## config.mk

```make
export PLATFORM = sky130hd
export DESIGN_NAME = uart_runner
export DESIGN_NICKNAME = d
export VERILOG_FILES = /design/src/rtl/uart_runner.sv
export SDC_FILE = /design/constraint.sdc
export NUM_CORES = 1
export LEC_CHECK = 0
export CAP_MARGIN = 20
export CORE_MARGIN = 2
export CORE_UTILIZATION = 45
export DETAILED_ROUTE_END_ITERATION = 10
export PLACE_DENSITY_LB_ADDON = 0.3
export SLEW_MARGIN = 0
export SYNTH_ARGS = -nofsm -noshare
export SYNTH_HDL_FRONTEND = slang
export SYNTH_SLANG_ARGS = --single-unit
```

## constraint.sdc

```tcl
create_clock -name clk_i -period 2 [get_ports clk_i]
set_clock_uncertainty 0.05 [all_clocks]
set_input_delay 0.3 -clock clk_i [delete_from_list [all_inputs] [get_ports clk_i]]
set_output_delay 0.3 -clock clk_i [all_outputs]
set_load 0.05 [all_outputs]
```

## src/rtl/uart_runner.sv

```systemverilog
// uart_runner: 8N1 UART transceiver with a byte valid/ready transmit path and a byte valid-pulse receive path.
// Latency: the start bit leaves on the cycle after acceptance; rx_valid_o pulses 1 cycle after the stop-bit midpoint (2-flop sync ahead of RX).
// Backpressure: tx_ready_o is low for the whole frame and requests during a frame are dropped; RX has none, a new byte overwrites the old.
// Build option UART_LOOPBACK_EN: feeds the registered tx_o into the RX synchronizer and ignores rx_i.
module uart_runner #(
    parameter int CLKS_PER_BIT = 16
) (
    input  logic       clk_i,
    input  logic       rst_ni,
    input  logic [7:0] tx_data_i,
    input  logic       tx_valid_i,
    output logic       tx_ready_o,
    output logic       tx_o,
    input  logic       rx_i,
    output logic [7:0] rx_data_o,
    output logic       rx_valid_o,
    output logic       frame_err_o
);

    localparam int CW = $clog2(CLKS_PER_BIT);
    localparam logic [CW-1:0] BIT_LAST  = CW'(CLKS_PER_BIT - 1);
    localparam logic [CW-1:0] HALF_LAST = CW'(CLKS_PER_BIT / 2 - 1);

    typedef enum logic [1:0] {
        ST_IDLE,
        ST_START,
        ST_DATA,
        ST_STOP
    } state_e;

    // ---------------------------------------------------------------- TX
    state_e          tx_state_q, tx_state_d;
    logic [CW-1:0]   tx_cnt_q,   tx_cnt_d;
    logic [2:0]      tx_bit_q,   tx_bit_d;
    logic [7:0]      tx_shift_q, tx_shift_d;
    logic            tx_line_q,  tx_line_d;

    // TX state register; the line idles high so a reset mid-frame releases it at once
    always_ff @(posedge clk_i or negedge rst_ni) begin
        if (!rst_ni) begin
            tx_state_q <= ST_IDLE;
            tx_cnt_q   <= '0;
            tx_bit_q   <= '0;
            tx_shift_q <= '0;
            tx_line_q  <= 1'b1;
        end else begin
            tx_state_q <= tx_state_d;
            tx_cnt_q   <= tx_cnt_d;
            tx_bit_q   <= tx_bit_d;
            tx_shift_q <= tx_shift_d;
            tx_line_q  <= tx_line_d;
        end
    end

    // TX next state: the next line level is computed here so tx_o comes straight from a flop
    always_comb begin
        tx_state_d = tx_state_q;
        tx_cnt_d   = tx_cnt_q;
        tx_bit_d   = tx_bit_q;
        tx_shift_d = tx_shift_q;
        tx_line_d  = tx_line_q;
        case (tx_state_q)
            ST_IDLE: begin
                if (tx_valid_i) begin
                    tx_shift_d = tx_data_i;
                    tx_line_d  = 1'b0;
                    tx_cnt_d   = '0;
                    tx_state_d = ST_START;
                end
            end
            ST_START: begin
                if (tx_cnt_q == BIT_LAST) begin
                    tx_cnt_d   = '0;
                    tx_bit_d   = '0;
                    tx_line_d  = tx_shift_q[0];
                    tx_state_d = ST_DATA;
                end else begin
                    tx_cnt_d = tx_cnt_q + CW'(1);
                end
            end
            ST_DATA: begin
                if (tx_cnt_q == BIT_LAST) begin
                    tx_cnt_d = '0;
                    if (tx_bit_q == 3'd7) begin
                        tx_line_d  = 1'b1;
                        tx_state_d = ST_STOP;
                    end else begin
                        tx_bit_d   = tx_bit_q + 3'd1;
                        tx_shift_d = {1'b0, tx_shift_q[7:1]};
                        tx_line_d  = tx_shift_q[1];
                    end
                end else begin
                    tx_cnt_d = tx_cnt_q + CW'(1);
                end
            end
            ST_STOP: begin
                if (tx_cnt_q == BIT_LAST) begin
                    tx_cnt_d   = '0;
                    tx_state_d = ST_IDLE;
                end else begin
                    tx_cnt_d = tx_cnt_q + CW'(1);
                end
            end
            default: tx_state_d = ST_IDLE;
        endcase
    end

    assign tx_ready_o = (tx_state_q == ST_IDLE);
    assign tx_o       = tx_line_q;

    // ---------------------------------------------------------------- RX
    logic rx_src;
`ifdef UART_LOOPBACK_EN
    assign rx_src = tx_line_q;
`else
    assign rx_src = rx_i;
`endif

    logic rx_meta_q, rx_sync_q, rx_prev_q;

    // Two-flop synchronizer plus one delayed copy for falling-edge detection; idle-high reset
    always_ff @(posedge clk_i or negedge rst_ni) begin
        if (!rst_ni) begin
            rx_meta_q <= 1'b1;
            rx_sync_q <= 1'b1;
            rx_prev_q <= 1'b1;
        end else begin
            rx_meta_q <= rx_src;
            rx_sync_q <= rx_meta_q;
            rx_prev_q <= rx_sync_q;
        end
    end

    state_e          rx_state_q, rx_state_d;
    logic [CW-1:0]   rx_cnt_q,   rx_cnt_d;
    logic [2:0]      rx_bit_q,   rx_bit_d;
    logic [7:0]      rx_shift_q, rx_shift_d;
    logic [7:0]      rx_data_q,  rx_data_d;
    logic            rx_valid_q, rx_valid_d;
    logic            ferr_q,     ferr_d;

    // RX state register and registered result outputs
    always_ff @(posedge clk_i or negedge rst_ni) begin
        if (!rst_ni) begin
            rx_state_q <= ST_IDLE;
            rx_cnt_q   <= '0;
            rx_bit_q   <= '0;
            rx_shift_q <= '0;
            rx_data_q  <= '0;
            rx_valid_q <= 1'b0;
            ferr_q     <= 1'b0;
        end else begin
            rx_state_q <= rx_state_d;
            rx_cnt_q   <= rx_cnt_d;
            rx_bit_q   <= rx_bit_d;
            rx_shift_q <= rx_shift_d;
            rx_data_q  <= rx_data_d;
            rx_valid_q <= rx_valid_d;
            ferr_q     <= ferr_d;
        end
    end

    // RX next state: half a bit to the start midpoint, then one full bit between samples
    always_comb begin
        rx_state_d = rx_state_q;
        rx_cnt_d   = rx_cnt_q;
        rx_bit_d   = rx_bit_q;
        rx_shift_d = rx_shift_q;
        rx_data_d  = rx_data_q;
        rx_valid_d = 1'b0;
        ferr_d     = 1'b0;
        case (rx_state_q)
            ST_IDLE: begin
                if (rx_prev_q && !rx_sync_q) begin
                    rx_cnt_d   = '0;
                    rx_state_d = ST_START;
                end
            end
            ST_START: begin
                if (rx_cnt_q == HALF_LAST) begin
                    rx_cnt_d   = '0;
                    rx_bit_d   = '0;
                    // A line that is already high again was a glitch, not a start bit
                    rx_state_d = rx_sync_q ? ST_IDLE : ST_DATA;
                end else begin
                    rx_cnt_d = rx_cnt_q + CW'(1);
                end
            end
            ST_DATA: begin
                if (rx_cnt_q == BIT_LAST) begin
                    rx_cnt_d   = '0;
                    rx_shift_d = {rx_sync_q, rx_shift_q[7:1]};
                    if (rx_bit_q == 3'd7) begin
                        rx_state_d = ST_STOP;
                    end else begin
                        rx_bit_d = rx_bit_q + 3'd1;
                    end
                end else begin
                    rx_cnt_d = rx_cnt_q + CW'(1);
                end
            end
            ST_STOP: begin
                if (rx_cnt_q == BIT_LAST) begin
                    // Leaving at mid-stop lets a back-to-back start edge be caught
                    rx_cnt_d   = '0;
                    rx_state_d = ST_IDLE;
                    if (rx_sync_q) begin
                        rx_data_d  = rx_shift_q;
                        rx_valid_d = 1'b1;
                    end else begin
                        ferr_d = 1'b1;
                    end
                end else begin
                    rx_cnt_d = rx_cnt_q + CW'(1);
                end
            end
            default: rx_state_d = ST_IDLE;
        endcase
    end

    assign rx_data_o   = rx_data_q;
    assign rx_valid_o  = rx_valid_q;
    assign frame_err_o = ferr_q;

endmodule

```

==> results.toml, run 1 <==
[status]
status = "complete, no violations"

[route]
first_pass_iters = 4
wl_um = 4270
num_vias = 1713
wl_per_cell_um = 13.5
drc = 0
via_per_inst = 5.40
ant_nets = 0
first_iter_violations = 128

[layout]
layout-drive-gt1-share = 0.186
nNetsFinal = 268
n_antenna_cell = 0
final_common_cell = "dfrtp_1"
area_growth_pct = 18.3
postLayoutCoreUtil = 0.554
final_cells = 317
layout_common_cells = "44 x dfrtp_1, 23 x nand2_1, 20 x clkdlybuf4s50_1, 13 x nor2_1, 13 x o21ai_0"

[power_and_ir_drop]
p_total_uw = 2210
max-vdd-ir-drop_v = 0.000363
leakagePower_uw = 0.00130
power_density_nw_per_um2 = 777

[floorplanning]
num_io_pins = 24
core-area_um2 = 5140
rows = 26
die_w_um = 77.1
start_util = 0.468
fp.dieH_um = 77.1
dieArea_um2 = 5940

[clock_network]
clk_root_buffer_cell = "clkbuf_8"
cts_buffers = 5
htreeDepth = 2
cts.sinks = 48
worstSkewPairLatency_ns = 0.30
cts_setup_buffers = 0
tritoncts = "yes"
clockBufferDepth = 2
cts.reportedPaths.clkPinSlew_ns = 0.09

[setup_path]
crit_start = "rx_data_o[7]"
timing.rr.end = "tx_state_q[1]"
cp_slowest_cell = "clkdlybuf4s50_1"
r2r-start = "tx_cnt_q[0]"
critPathKind = "reg -> out"
cp_slowest_stage_delay_ns = 0.81
required_ns = 1.65
cp_top_family = "buffers and inverters"
path_buf_inv = 1
cp_max_fo = 2
rr_worst_depth = 5
endpoint_kind = "primary output"
worst_setup_path_start_kind = "flip-flop"
endpoint = "rx_data_o[7]"
r2r_setup_slack_ns = 0.23
cp.depth = 1
crit_chain = "clkdlybuf4s50_1"
critical_path_arrival_ns = 1.50

[hold_path]
worstHoldPathType = "reg -> reg"

[synth]
syn_area_um2 = 2400
synth_warnings = 0
yosysSeqAreaShare = 0.502
ys.flop_type = "dfrtp_1"
synth_cell_type_count = 47
synth_fp_nets = 239
synth-edff-count = 0
synth_area_leaders = "dfrtp_1 46%, mux2_4 5.6%, ha_1 5.2%"
syn_area_per_cell_um2 = 11.1
synth_seq_cells = 48
synth_top_area_cell = "dfrtp_1"
synth_top_area_share = 0.458
synth_cells = 217
ys_async_sr_fraction = 1.00

[sta]
min_period_ns = 1.85
fin_hold_ws_ns = 0.308
timing_worst_slew_pin_value_ns = 0.500
clock.fmax_mhz = 542
rsz0062_at_grt = "false"
relSlewSlack = 0.666
post-route-period-util = 0.923
setup_viol = 0
report.final.slew_viol_count = 0
final-hold-violation-count = 0
fin_setup_tns_ns = 0

[global_routing]
grt-ovfl-total = 0
grt_pass1_vias = 1588
grt_max_degree = 20
antenna_found_initial = 0
grt_pass1_wl_um = 7400
track_usage = 0.153

[placement]
hpwl_um = 3090
port_buffers = 23
placed_cells = 308
gp_congestion = 0.786

[job]
drv_cap = 0
per-stage QoR:
step | area, um^2 | setup WS (ns)
after floorplan | 2400 | 0.0500
after global placement | 2720 | 0.257
after detailed placement | 2720 | 0.222
after CTS | 2850 | 0.149
after global routing | 2850 | 0.0764
final | 2850 | 0.154
synthesized netlist by cell type, types with 2 or more instances:
| cell | count |
|---|---|
| a21o_1 | 3 |
| a21oi_1 | 5 |
| a22o_1 | 8 |
| a31oi_1 | 2 |
| and3_1 | 4 |
| buf_2 | 4 |
| buf_6 | 2 |
| clkbuf_1 | 3 |
| dfrtp_1 | 44 |
| dfstp_2 | 4 |
| ha_1 | 10 |
| inv_1 | 7 |
| mux2_1 | 2 |
| mux2_2 | 6 |
| mux2_4 | 9 |
| nand2_1 | 23 |
| nand2b_1 | 2 |
| nand3_1 | 3 |
| nor2_1 | 13 |
| nor2b_1 | 3 |
| nor3_1 | 5 |
| o211ai_1 | 3 |
| o21ai_0 | 13 |
| o21ai_1 | 4 |
| o22ai_1 | 8 |
| o32ai_1 | 6 |
report_power, final:
| part | total [uW] | internal (uW) | switching (uW) |
|---|---|---|---|
| Sequential | 1170 | 1040 | 125 |
| Combinational | 337 | 162 | 176 |
| Clock | 703 | 370 | 333 |
worst min-delay path by stage:
stage          startpoint     endpoint  slack [ns]  cells past startpoint
2_1_floorplan      rst_ni    async pin       -0.05                      0
3_3_place_gp       rst_ni  rx_cnt_q[3]        0.20                      1
3_5_place_dp       rst_ni  rx_cnt_q[3]        0.20                      1
4_1_cts         rx_meta_q    rx_sync_q        0.31                      0
5_1_grt         rx_meta_q    rx_sync_q        0.31                      0
6_report        rx_meta_q    rx_sync_q        0.31                      0
per-layer routing:
layer  vias up  GRT usage  share of wire
li1        849          -              -
met1       828      0.209           0.48
met2        31      0.245           0.46
met3         5     0.0376          0.040
met4         0     0.0429          0.012
met5         -          0              0
logic make-up after synthesis:
| logic type | count (synthesis) | share of synthesized area |
|---|---|---|
| compound gates | 61 | 0.178 |
| flops | 48 | 0.502 |
| fa+ha+maj | 10 | 0.0520 |
| xor+xnor | 1 | 0.00364 |
| buf+inv | 17 | 0.0364 |
| mux | 17 | 0.0936 |
| simple gates | 63 | 0.134 |
flip-flops by register name, summed over array words and instances, names as in the netlist, named ones only:
| signal | cells |
|---|---|
| rx_cnt_q | 4 |
| tx_shift_q | 8 |
| frame_err_o | 1 |
| rx_meta_q | 1 |
| tx_state_q | 2 |
| tx_cnt_q | 4 |
| rx_prev_q | 1 |
| rx_data_o | 8 |
| rx_valid_o | 1 |
| rx_state_q | 1 |
| rx_shift_q | 8 |
| tx_bit_q | 3 |
| tx_o | 1 |
| rx_sync_q | 1 |
| rx_bit_q | 3 |
area by class of cell:
cell class | instances | area, um^2
inverter | 7 | 26.3
multi-input combinational | 152 | 1110
tap | 70 | 87.6
clock buffer | 5 | 68.8
clock inverter | 3 | 42.5
fill | 480 | 2290
sequential | 48 | 1210
timing repair buffer | 32 | 303
what timing repair did:
| action | CTS | global route |
|---|---|---|
| hold buffers | 1 | 0 |
| gates resized for setup | 0 | 0 |
| endpoints found under the hold margin | 17 | 0 |
(Power assumes the default switching activity.)
==> inputs of run 2 (changes only) <==
--- a/config.mk
+++ b/config.mk
@@ -6,6 +6,7 @@
 export NUM_CORES = 1
 export LEC_CHECK = 0
 export CAP_MARGIN = 20
+export CORE_ASPECT_RATIO = 0.7
 export CORE_MARGIN = 2
 export CORE_UTILIZATION = 45
 export DETAILED_ROUTE_END_ITERATION = 10
==> results.toml, run 2 (synthesis results as in run 1) <==
[status]
status = "complete, no violations"

[sta]
clock.fmax_mhz = 537
timing_worst_slew_pin_value_ns = 0.567
fin_ws_ns = 0.139
relSlewSlack = 0.621
min_period_ns = 1.86
fin_setup_tns_ns = 0
final-hold-violation-count = 0
post-route-period-util = 0.931
report.final.slew_viol_count = 0
rsz0062_at_grt = "false"
setup_viol = 0

[setup_path]
required_ns = 2.14
r2r_setup_slack_ns = 0.14
cp_top_family = "simple AND/OR/NAND/NOR gates"
endpoint_kind = "flip-flop"
cp_max_fo = 6
cp_slowest_stage_delay_ns = 0.51
cp_slowest_cell = "nor2b_1"
worst_setup_path_start_kind = "flip-flop"
path_buf_inv = 1
critPathKind = "reg -> reg"
critical_path_arrival_ns = 2.00
crit_chain = "inv_1 -> ha_1 -> nor2b_1 -> a21oi_2 -> mux2_4"

[global_routing]
grt_pass1_vias = 1649
track_usage = 0.167
antenna_found_initial = 0
grt-ovfl-total = 0
grt_pass1_wl_um = 7950
grt_max_degree = 49

[floorplanning]
start_util = 0.462
rows = 22
die_w_um = 91.4
core-area_um2 = 5200
fp.dieH_um = 65.2
dieArea_um2 = 5950
num_io_pins = 24

[clock_network]
cts_buffers = 5
htreeDepth = 2
clk_root_buffer_cell = "clkbuf_8"
clockBufferDepth = 2
cts_setup_buffers = 0
tritoncts = "yes"
worstSkewPairLatency_ns = 0.30
hold_buffers = 1
cts_resized = 0
cts.sinks = 48
cts.reportedPaths.clkPinSlew_ns = 0.10

[route]
first_iter_violations = 134
num_vias = 1687
first_pass_iters = 4
wl_um = 4550
ant_nets = 0
drc = 0
via_per_inst = 5.32
wl_per_cell_um = 14.3

[hold_path]
worstHoldPathType = "reg -> reg"

[power_and_ir_drop]
p_total_uw = 2360
leakagePower_uw = 0.00131
max-vdd-ir-drop_v = 0.000440
power_density_nw_per_um2 = 823

[placement]
placed_cells = 308
preCtsSetupSlack_ns = 0.133
hpwl_um = 3110
gp_congestion = 0.745
port_buffers = 23

[layout]
layout-drive-gt1-share = 0.180
area_growth_pct = 19.4
register_area_um2 = 1210
n_antenna_cell = 0
postLayoutCoreUtil = 0.552
nNetsFinal = 266
final_common_cell = "dfrtp_1"
multiInputGateArea_um2 = 1110
layout_common_cells = "44 x dfrtp_1, 23 x nand2_1, 20 x clkdlybuf4s50_1, 13 x nor2_1, 13 x o21ai_0"
fill_cells = 453
final_cells = 317

[job]
drv_cap = 0
-- run 2: changes by cell type in the layout (fill, tap and decap cells not counted) --
cell,before,now
buf_4,9,6
clkinvlp_4,1,0
bufinv_16,1,2
buf_12,1,2
inv_6,0,1
clkinv_2,1,0
-- run 2: cell type report --
cell class	count	share of cell area
Sequential cell	48	0.420
Clock inverter	3	0.0240
Tap cell	72	0.0314
Multi-Input combinational cell	152	0.387
Inverter	7	0.00915
Clock buffer	5	0.0240
Timing Repair Buffer	30	0.105
-- run 2: metal layers --
| metal | global-route usage | vias up | routed length, um |
|---|---|---|---|
| met1 | 0.254 | 807 | 2490 |
| li1 | - | 845 | - |
| met5 | 0 | - | 0 |
| met2 | 0.234 | 26 | 1850 |
| met4 | 0.0606 | 0 | 68 |
| met3 | 0.0356 | 9 | 140 |
-- run 2: final timing paths --
check / to / startpoint / depth (start not counted)
setup / recovery: tx_state_q[1] / tx_state_q[1] / 5
hold / removal: rx_sync_q / rx_meta_q / 0
setup reg to reg: tx_state_q[1] / tx_state_q[1] / 5
hold reg to reg: rx_sync_q / rx_meta_q / 0
max in group asynchronous: rx_meta_q / rst_ni / 3
min in group asynchronous: tx_cnt_q[2] / rst_ni / 3
-- run 2: stage by stage --
stage / hold slack, ns / cell area [um^2]
floorplan: -0.0456 / 2400
global placement: 0.256 / 2720
detailed placement: 0.259 / 2720
CTS: 0.307 / 2870
global route: 0.319 / 2870
finish: 0.305 / 2870
-- run 2: worst reg2reg max path: cells and delay by family (launching register included) --
family,cells,cell delay [ns]
simple gates,1,0.51
buf+inv,1,0.11
mux,1,0.31
flops,1,0.43
compound gates,1,0.08
fa+ha+maj,1,0.26
-- run 2: where the power goes --
group	leakage [uW]	switching, uW	total (uW)	internal [uW]
clock network	0.0000687	338	842	503
registers	0.000617	92.3	1140	1040
logic	0.000621	214	386	172
==> inputs of run 3 (changes only) <==
--- a/config.mk
+++ b/config.mk
@@ -7,7 +7,7 @@
 export LEC_CHECK = 0
 export CAP_MARGIN = 20
 export CORE_ASPECT_RATIO = 0.7
-export CORE_MARGIN = 2
+export CORE_MARGIN = 1
 export CORE_UTILIZATION = 45
 export DETAILED_ROUTE_END_ITERATION = 10
 export PLACE_DENSITY_LB_ADDON = 0.3
==> results.toml, run 3 (synthesis results as in run 1) <==
[floorplanning]
dieArea_um2 = 5640
rows = 21
num_io_pins = 24
die_w_um = 89.4
fp.dieH_um = 63.2
start_util = 0.484
core-area_um2 = 4970

[clock_network]
cts_resized = 0
cts.sinks = 48
worstSkewPairLatency_ns = 0.30
clockBufferDepth = 2
cts.reportedPaths.clkPinSlew_ns = 0.09
clk_root_buffer_cell = "clkbuf_8"
cts_buffers = 5
tritoncts = "yes"
htreeDepth = 2

[power_and_ir_drop]
power_density_nw_per_um2 = 790
p_seq_frac = 0.504
p_clk_frac = 0.325
max-vdd-ir-drop_v = 0.000419
intPower_uw = 1620
switching_share = 0.279
p_sw_uw = 628
leakagePower_uw = 0.00131
comb_power_share = 0.172

[setup_path]
required_ns = 2.14
r2r-start = "tx_cnt_q[0]"
timing.rr.end = "tx_state_q[1]"
critical_path_arrival_ns = 1.99
rr_worst_depth = 5
critPathKind = "reg -> reg"
cp_max_fo = 8
worst_setup_path_start_kind = "flip-flop"
endpoint_kind = "flip-flop"
r2r_setup_slack_ns = 0.15

[global_routing]
grt-ovfl-total = 0
grt_pass1_wl_um = 8020
grt_max_degree = 20
track_usage = 0.186
grt_pass1_vias = 1652
antenna_found_initial = 0

[layout]
area_growth_pct = 18.7
layout-drive-gt1-share = 0.186
final_common_cell = "dfrtp_1"
fill_cells = 447
final_area_um2 = 2850
register_area_um2 = 1210
multiInputGateArea_um2 = 1110
n_antenna_cell = 0
layout_common_cells = "44 x dfrtp_1, 23 x nand2_1, 20 x clkdlybuf4s50_1, 13 x nor2_1, 13 x o21ai_0"
nNetsFinal = 268
final_cells = 316

[sta]
timing_worst_slew_pin_value_ns = 0.503
rsz0062_at_grt = "false"
relSlewSlack = 0.662
post-route-period-util = 0.927
fin_setup_tns_ns = 0
setup_viol = 0
clock.fmax_mhz = 540
report.final.slew_viol_count = 0
min_period_ns = 1.85
final-hold-violation-count = 0

[route]
ant_nets = 0
first_pass_iters = 4
num_vias = 1707
first_iter_violations = 57
wl_um = 4540
drc = 0
via_per_inst = 5.40
wl_per_cell_um = 14.4

[hold_path]
hold_path.startpoint = "rx_meta_q"
hold_depth = 0
min_to = "rx_sync_q"
worstHoldPathType = "reg -> reg"

[placement]
dpl_cell_area_um2 = 2720
placed_cells = 307
hpwl_um = 3320
gp_congestion = 0.785
port_buffers = 23

[status]
status = "complete, no violations"

[job]
drv_cap = 0
run 3: changes by cell type in the layout (fill, tap and decap cells not counted):
cell	previous run	this run
clkbuf_8	5	6
inv_6	1	0
clkinv_4	0	1
buf_12	2	1
buf_4	6	9
bufinv_16	2	1
run 3: critical path, cell delays in order, from the launching register on:
cell     delay, ns
dfrtp_1       0.42
ha_1          0.26
and3_1        0.35
nand2_1       0.15
a21oi_2       0.20
mux2_4        0.30
run 3: cell type report:
type	instances	area share
Tap cell	69	0.0302
Clock inverter	2	0.0136
Inverter	7	0.00921
Timing Repair Buffer	32	0.106
Sequential cell	48	0.423
Multi-Input combinational cell	152	0.389
Clock buffer	6	0.0289
run 3: worst max-delay path by stage:
stage / startpoint / endpoint / slack (ns) / depth (start not counted)
after CTS: tx_cnt_q[0] / tx_state_q[1] / 0.14 / 5
after floorplan: tx_state_q[0] / tx_state_q[1] / 0.05 / 5
final: tx_cnt_q[0] / tx_state_q[1] / 0.15 / 5
after global placement: tx_cnt_q[0] / tx_state_q[1] / 0.22 / 5
after detailed placement: tx_cnt_q[0] / tx_state_q[1] / 0.17 / 5
after global routing: tx_cnt_q[0] / tx_state_q[1] / 0.01 / 5
run 3: timing repair:
item	in CTS	in global routing
setup buffers	0	0
hold buffers	1	0
hold endpoints to repair	16	0
run 3: per-stage QoR:
step                hold WS [ns]  power (uW)   util  setup WS (ns)
floorplan                -0.0456        1420      -         0.0500
global placement           0.205        1530  0.548          0.221
detailed placement         0.205        1540  0.548          0.169
CTS                        0.316        2280  0.575          0.145
global route               0.318        2400  0.575         0.0140
finish                     0.315        2250  0.575          0.147
run 3: per-layer routing:
metal	GRT usage	wire length, um	vias up
li1	-	-	852
met1	0.291	2520	820
met2	0.255	1840	31
met3	0.0433	145	4
met4	0.0516	31	0
met5	0	0	-
run 3: power by group through the flow:
stage	sequential (uW)	clock, uW	combinational [uW]
2_1_floorplan	1110	0	310
3_3_place_gp	1150	0	378
3_5_place_dp	1150	0	392
4_1_cts	1130	753	393
5_1_grt	1150	790	458
6_report	1140	732	387
